`src/rtl/s3g_tx_pkg.sv`:
```
// rtl/s3g_tx_pkg.sv - shared S3G link constants, state encoding and CRC8 step function
package s3g_tx_pkg;

    // Frame start byte, shared with the receive parser.
    localparam logic [7:0] SYNC_BYTE_DEFAULT = 8'hD5;

    // CRC-8 generator x^8 + x^2 + x + 1, MSB first, zero seed.
    localparam logic [7:0] CRC8_POLY = 8'h07;

    typedef enum logic [2:0] {
        S_IDLE = 3'd0,
        S_SYNC = 3'd1,
        S_LEN  = 3'd2,
        S_DATA = 3'd3,
        S_CRC  = 3'd4,
        S_WAIT = 3'd5
    } state_t;

    // One payload byte folded into the running CRC, data bit 7 first.
    function automatic logic [7:0] nextCRC8_D8(input logic [7:0] data, input logic [7:0] crc);
        logic [7:0] c;
        logic       fb;
        c = crc;
        for (int i = 7; i >= 0; i--) begin
            fb = c[7] ^ data[i];
            c  = {c[6:0], 1'b0} ^ (fb ? CRC8_POLY : 8'h00);
        end
        return c;
    endfunction

endpackage

```
`src/rtl/s3g_tx.sv`:
```
// rtl/s3g_tx.sv - S3G transmit framer: sync, length, payload, CRC8 to the UART
module s3g_tx
    import s3g_tx_pkg::*;
#(
    parameter logic [7:0] SYNC_BYTE = SYNC_BYTE_DEFAULT
) (
    input  logic       clk,
    input  logic       rst,
    input  logic       start,
    input  logic [7:0] payload_len,
    output logic [7:0] buffer_addr,
    input  logic [7:0] buffer_data,
    output logic [7:0] tx_data,
    output logic       tx_wr,
    input  logic       tx_done,
    output logic       busy,
    output logic       done
);

    // The byte-issuing states (SYNC/LEN/DATA/CRC) last exactly one cycle and
    // are the cycles in which tx_wr is high. Their register updates are made on
    // the edge that enters them, so a write appears the cycle right after the
    // start request or the tx_done that released the previous byte.

    state_t     state_q, state_d;
    state_t     kind_q, kind_d;
    logic [7:0] len_q, len_d;
    logic [7:0] byte_cnt_q, byte_cnt_d;
    logic [7:0] crc_q, crc_d;
    logic [7:0] addr_q, addr_d;
    logic [7:0] tx_data_q, tx_data_d;
    logic       tx_wr_q, tx_wr_d;
    logic       busy_q, busy_d;
    logic       done_q, done_d;
    logic       enter;

    // State register and the WAIT return target.
    always_ff @(posedge clk or negedge rst) begin
        if (!rst) begin
            state_q <= S_IDLE;
            kind_q  <= S_IDLE;
        end else begin
            state_q <= state_d;
            kind_q  <= kind_d;
        end
    end

    // Next-state logic: each issuing state parks in WAIT until the UART
    // reports the byte finished; the done cycle blocks a back-to-back start.
    always_comb begin
        state_d = state_q;
        kind_d  = kind_q;
        done_d  = 1'b0;
        case (state_q)
            S_IDLE: begin
                if (start && !done_q) begin
                    state_d = S_SYNC;
                end
            end
            S_SYNC: begin
                state_d = S_WAIT;
                kind_d  = S_LEN;
            end
            S_LEN: begin
                state_d = S_WAIT;
                kind_d  = (len_q != 8'd0) ? S_DATA : S_CRC;
            end
            S_DATA: begin
                // byte_cnt_q was already decremented on entry to this byte.
                state_d = S_WAIT;
                kind_d  = (byte_cnt_q != 8'd0) ? S_DATA : S_CRC;
            end
            S_CRC: begin
                state_d = S_WAIT;
                kind_d  = S_IDLE;
            end
            S_WAIT: begin
                if (tx_done) begin
                    state_d = kind_q;
                    done_d  = (kind_q == S_IDLE);
                end
            end
            default: begin
                state_d = S_IDLE;
            end
        endcase
    end

    assign enter = (state_d != state_q);

    // Output/datapath next values, computed for the state being entered.
    always_comb begin
        len_d      = len_q;
        byte_cnt_d = byte_cnt_q;
        crc_d      = crc_q;
        addr_d     = addr_q;
        tx_data_d  = tx_data_q;
        tx_wr_d    = 1'b0;
        if (enter) begin
            case (state_d)
                S_SYNC: begin
                    // Accepting start also prefetches payload byte 0.
                    len_d      = payload_len;
                    byte_cnt_d = payload_len;
                    crc_d      = 8'h00;
                    addr_d     = 8'h00;
                    tx_data_d  = SYNC_BYTE;
                    tx_wr_d    = 1'b1;
                end
                S_LEN: begin
                    tx_data_d = len_q;
                    tx_wr_d   = 1'b1;
                end
                S_DATA: begin
                    // buffer_data reflects addr_q, set when the previous byte
                    // went out, so it has long settled by now.
                    tx_data_d  = buffer_data;
                    tx_wr_d    = 1'b1;
                    crc_d      = nextCRC8_D8(buffer_data, crc_q);
                    addr_d     = addr_q + 8'd1;
                    byte_cnt_d = byte_cnt_q - 8'd1;
                end
                S_CRC: begin
                    tx_data_d = crc_q;
                    tx_wr_d   = 1'b1;
                end
                default: begin
                end
            endcase
        end
        busy_d = (state_d != S_IDLE) || done_d;
    end

    // Datapath and output registers.
    always_ff @(posedge clk or negedge rst) begin
        if (!rst) begin
            len_q      <= 8'h00;
            byte_cnt_q <= 8'h00;
            crc_q      <= 8'h00;
            addr_q     <= 8'h00;
            tx_data_q  <= 8'h00;
            tx_wr_q    <= 1'b0;
            busy_q     <= 1'b0;
            done_q     <= 1'b0;
        end else begin
            len_q      <= len_d;
            byte_cnt_q <= byte_cnt_d;
            crc_q      <= crc_d;
            addr_q     <= addr_d;
            tx_data_q  <= tx_data_d;
            tx_wr_q    <= tx_wr_d;
            busy_q     <= busy_d;
            done_q     <= done_d;
        end
    end

    assign buffer_addr = addr_q;
    assign tx_data     = tx_data_q;
    assign tx_wr       = tx_wr_q;
    assign busy        = busy_q;
    assign done        = done_q;

endmodule
```
`config.mk`:
```
export PLATFORM = sky130hd
export DESIGN_NAME = s3g_tx
export DESIGN_NICKNAME = d
export VERILOG_FILES = /design/src/rtl/s3g_tx_pkg.sv /design/src/rtl/s3g_tx.sv
export SDC_FILE = /design/constraint.sdc
export NUM_CORES = 1
export LEC_CHECK = 0
export CORE_AREA = 2 2 73 75
export CTS_BUF_LIST = sky130_fd_sc_hd__clkbuf_4 sky130_fd_sc_hd__clkbuf_8
export DETAILED_ROUTE_END_ITERATION = 10
export DIE_AREA = 0 0 75 77
export MAX_ROUTING_LAYER = met4
export PLACE_DENSITY = 0.81
export SLEW_MARGIN = 40
export SYNTH_ARGS = -nofsm -noshare
export SYNTH_HDL_FRONTEND = slang
export SYNTH_SLANG_ARGS = --single-unit
```
`constraint.sdc`:
```
create_clock -name clk -period 2.25 [get_ports clk]
set_input_delay 0.225 -clock clk [delete_from_list [all_inputs] [get_ports clk]]
set_output_delay 0.225 -clock clk [all_outputs]
set_load 0.05 [all_outputs]
```
Word level (Yosys, flattened, before mapping):

Cells that the tools add are included.

* equality and inequality tests: 10
* add/sub/neg operators: 2
* bitwise operators: 16
* reductions and logical operators: 16
* mux-type cells: 22

Operators by type and width (number)
* XOR 8 x 3 -> 8 bit: 8
* case mux 8 bit (2 select lines): 3
* 2-to-1 mux 3 bit: 12
* case mux 8 bit (4 select lines): 1
* nonzero test 8 bit: 2
* == test 3 x 2 -> 1 bit (second input constant): 4
* case mux 3 bit (4 select lines): 1
* == test 3 bit (second input constant): 3
* case mux 3 bit (3 select lines): 1
* adder 8 x 1 -> 8 bit (second input constant): 1
* nonzero test 4 bit: 2
* OR reduction 4 bit: 2
* subtractor 8 x 1 -> 8 bit (second input constant): 1
* XOR 1 bit: 8
* == test 3 x 1 -> 1 bit (second input constant): 2
* zero test 3 bit: 2
* AND reduction 2 bit: 3
* 2-to-1 mux 1 bit: 4
* inequality test 3 bit: 1
* nonzero test 3 bit: 1
* nonzero test 2 bit: 1
* logical AND 1 bit: 1
* zero test 1 bit: 1
* logical OR 1 bit: 1

* bits in registers: 49
* word-level logic and storage cells: 76

Logic depth before layout (Yosys ltp):

* depth in word-level cells: 25
* gate-level depth with buffers: 9

Least setup slack after synthesis:

Ideal clock, no wire load.

* kind: reg-to-reg
* start: register state_q[0]
* end: register tx_data_q[1] (netlist: tx_data[1])
* stages on the path, launching flop included: 9
* buffers on the path: 3
* slack: 216 ps
* setup time: 126 ps
* arrival time: 1908 ps
* data required time: 2124 ps
* period minus slack after synthesis: 2034 ps
* cells stage by stage: dfrtp_1 buf_6 or3_1 buf_2 o221ai_4 buf_6 nand2_4 xor2_2 a221o_1

* longest elaborated chain between the ends: 6

Ends and longest elaborated chain
* start, declared: line s3g_tx.sv:25 `state_t state_q, state_d;`
* start signal, assigned: line s3g_tx.sv:43 `state_q <= state_d;`
* == test 3 bit, or another cell as far along: line s3g_tx.sv:54 `case (state_q)`
* OR reduction 4 bit (no source line)
* case mux 3 bit (3 select lines): line s3g_tx.sv:54
* == test 3 bit, or another cell as far along: line s3g_tx.sv:100 `case (state_d)`
* nonzero test 4 bit (no source line)
* AND reduction 2 bit (no source line)
* end signal, assigned: line s3g_tx.sv:150 `tx_data_q <= tx_data_d;`
* end, declared: line s3g_tx.sv:31 `logic [7:0] tx_data_q, tx_data_d;`

Several ways; a longest one is shown, not always the timed one.
A chain may end at the register's enable or synchronous reset.

Worst setup path in the final report:

* start: register state_q[0]
* end: register tx_data_q[7] (netlist: tx_data[7])

* longest elaborated chain between the ends: 6

Ends and longest elaborated chain (line)
* == test 3 bit, or another cell as far along: s3g_tx.sv:54
* OR reduction 4 bit (no source line)
* case mux 3 bit (3 select lines) *: s3g_tx.sv:54
* net state_d[0]: s3g_tx.sv:25
* == test 3 bit, or another cell as far along: s3g_tx.sv:100
* nonzero test 4 bit (no source line)
* AND reduction 2 bit (no source line)

Mark *: on every way through the listed nets, which the timed path passes. The rest lies on a longest branch.

==> results.toml <==
[status]
status = "finished clean"

[clock_network]
cts_root_buf = "clkbuf_8"
post_cts_buffers = 0
cts_sinks = 49
clkTransAtPathRegs_ps = 80
cts_buffer_depth = 2
ctsResizeCount = 0
cts_tree = "built"
clk_latency_ps = 300
htreeDepth = 2
cts_buffers = 5

[route]
wl_per_cell_um = 16.3
postRouteAntennaNets = 0
dr.pass1.iters = 4
via_per_inst = 5.76
num_vias = 2300
drc = 0
drt_iter0_drc = 138
wl_mm = 6.50

[placed_design]
gp_congestion = 0.875
io_buffers = 38
dp_hpwl_mm = 4.85

[pwr]
p_per_area_nw_per_um2 = 1440
seqPwrFrac_pct = 31.0
internal_power_mw = 2.64
p_leak_nw = 1.42
clock_power_share_pct = 9.9
p_sw_share_pct = 45.4
vdd_ir_drop_max_mv = 0.937
combPwrFrac_pct = 59.1
netSwitchingPower_mw = 2.19

[cells_and_area]
multiInputGateArea_um2 = 1400
antenna_cells = 0
fin_nets = 352
drive_gt1_share_pct = 12.2
final_core_util_pct = 67.6
regArea_um2 = 1230
layout-area-overhead-vs-synth_pct = 22.0
num-fill-cells = 405

[sta]
skew_ps = 2.04
rsz0062_at_grt = "false"
final.setup.tns_ps = 0
setup_viol = 0
finalCritPeriodShare_pct = 91.6
clock.fmax_ghz = 0.485
tightest_slew_ps = 613
hold_viol_final = 0
fin_crit_ps = 2060
timing.slew.headroom_pct = 59.1
maxSlewViolCount = 0

[yosys]
synth_top_family_by_area = "compound AO/OA/AOI/OAI gates"
ys_ff_latch = 49
synth_nets = 302
yosys.area_share.simple_pct = 15.6
synthDistinctLibCells = 50
synth.most_common_cell = "dfrtp_1"
syn_area_um2 = 2760
synth_top_area_share_pct = 44.4
synth-compound-area-share_pct = 19.3
synth_cells = 280
synth_adder_area_share_pct = 1.27
synth.top_cells.by_area = "dfrtp_1 44%, o21ai_0 4.7%, xnor2_1 4.4%"
synth-xor-area-share_pct = 8.75
synth_ff_type = "dfrtp_1"
synth-edff-count = 0
synthMuxAreaShare_pct = 5.80
yosysSeqAreaShare_pct = 44.4
synth_area_leader_cell = "dfrtp_1"
async_flop_share_pct = 100
post_synth.cell_area_avg_um2 = 9.85
yosysWarnings = 0
netlist_top_cells_count = "49 x dfrtp_1, 29 x nand2_1, 26 x o21ai_0, 15 x a21oi_1, 14 x xnor2_1"

[run]
drv_cap = 0

[floorplan]
initial_core_util_pct = 55.4
std_cell_rows = 26
pin_count = 39
core_um2 = 4980
die_area_um2 = 5780
die_w_um = 75
die_h_um = 77

[worst_setup_path]
cp-start-kind = "flip-flop"
r2r-end = "tx_data[7]$_DFFE_PN0P_"
worstPathRequired_ps = 2440
setup.worst_path.end = "tx_data[7]$_DFFE_PN0P_"
ff2ff_path_depth = 6
critPathCaptureType = "flip-flop"
crit_type = "reg -> reg"
path_max_fanout = 10
crit_path_start = "state_q[0]$_DFF_PN0_"
reg2reg_from = "state_q[0]$_DFF_PN0_"
worstPathArrival_ps = 2250
rrSetupSlack_ps = 190

[global_route]
grt_first_pass_wirelength_mm = 11.2
grt_antenna_before_repair = 0
grt_max_degree = 26
overflow = 0
grt_pass1_vias = 2293
grtUsageTotal_pct = 25.9

[min_path]
hold_class = "in -> async"
## critical path: stages, from the launching register on
cell and delay, ps:
dfrtp_1 380, or3_1 430, o221ai_4 380, inv_2 120, a211oi_4 340, a21boi_0 170
o2bb2ai_1 140
## worst min-delay path by stage
stage / start / to / slack [ps] / depth (start not counted)
3_5_place_dp: rst / buffer_addr[1]$_DFFE_PN0P_ / 270 / 1
3_3_place_gp: rst / buffer_addr[1]$_DFFE_PN0P_ / 260 / 1
5_1_grt: rst / buffer_addr[1]$_DFFE_PN0P_ / 530 / 2
6_report: rst / buffer_addr[1]$_DFFE_PN0P_ / 480 / 2
2_1_floorplan: rst / buffer_addr[0]$_DFFE_PN0P_ / -70 / 0
4_1_cts: rst / buffer_addr[1]$_DFFE_PN0P_ / 480 / 2
## layout by cell type, fill, tap and decap left out, types with 3 or more instances in the layout
cell type,instances
mux2_2,7
xnor3_1,3
a21oi_1,15
clkbuf_8,5
a2bb2oi_1,3
xor2_1,4
clkdlybuf4s50_1,37
o31ai_1,3
a21o_1,3
mux2i_1,7
or3_1,7
o2bb2ai_1,5
a31oi_1,3
nor3_1,11
nand3_1,8
o21ai_0,26
nor2_1,13
nand4_1,3
nor4_1,4
dfrtp_1,49
inv_1,11
a21boi_0,3
and3_1,3
nor2b_1,3
buf_4,17
xnor2_1,14
a221o_1,4
nand2_1,29
## registers in the layout, summed over array words and instances (netlist names)
| name | flops |
|---|---|
| buffer_addr | 8 |
| busy | 1 |
| byte_cnt_q | 8 |
| crc_q | 8 |
| done | 1 |
| kind_q | 3 |
| len_q | 8 |
| state_q | 3 |
| tx_data | 8 |
| tx_wr | 1 |
## layer usage
metal	wire length [um]	vias up	track usage, %
li1	-	1105	-
met5	0	-	-
met2	3240	62	38.1
met4	65	0	7.14
met1	2860	1127	37.3
met3	339	6	4.34
## power by group through the flow
stage / sequential, mW / combinational [mW] / clock (mW)
6_report: 1.50 / 2.86 / 0.480
3_5_place_dp: 1.51 / 2.84 / 0
2_1_floorplan: 1.78 / 1.75 / 0
3_3_place_gp: 1.50 / 2.77 / 0
5_1_grt: 1.54 / 3.11 / 0.522
4_1_cts: 1.49 / 2.85 / 0.483
## stage by stage
stage	std cells	power, mW	hold slack [ps]	worst slack, ps	area (um^2)
after floorplan	280	3.53	-70.6	216	2760
after global placement	392	4.27	265	168	3280
after detailed placement	392	4.35	270	112	3280
after CTS	399	4.83	485	188	3370
after global routing	399	5.17	533	44.1	3370
final	399	4.83	478	189	3370
## layout make-up
type | instances | share of cell area [%]
Timing Repair Buffer | 57 | 15.8
Multi-Input combinational cell | 205 | 41.6
Clock buffer | 5 | 2.04
Clock inverter | 1 | 0.149
Sequential cell | 49 | 36.4
Tap cell | 70 | 2.60
Inverter | 12 | 1.34
## cells by family after synthesis
kind of cell / count (synthesis)
multiplexers: 15
buffers and inverters: 26
flip-flops: 49
XOR/XNOR: 22
adder cells (fa/ha/maj): 3
AND/OR/NAND/NOR: 88
AO/OA/AOI/OAI: 77
## what timing repair did
item	4_1_cts	5_1_grt
hold endpoints to repair	24	0
setup endpoints to repair	0	0
hold buffers	1	0
No activity file was read; power rests on OpenSTA's default activity.
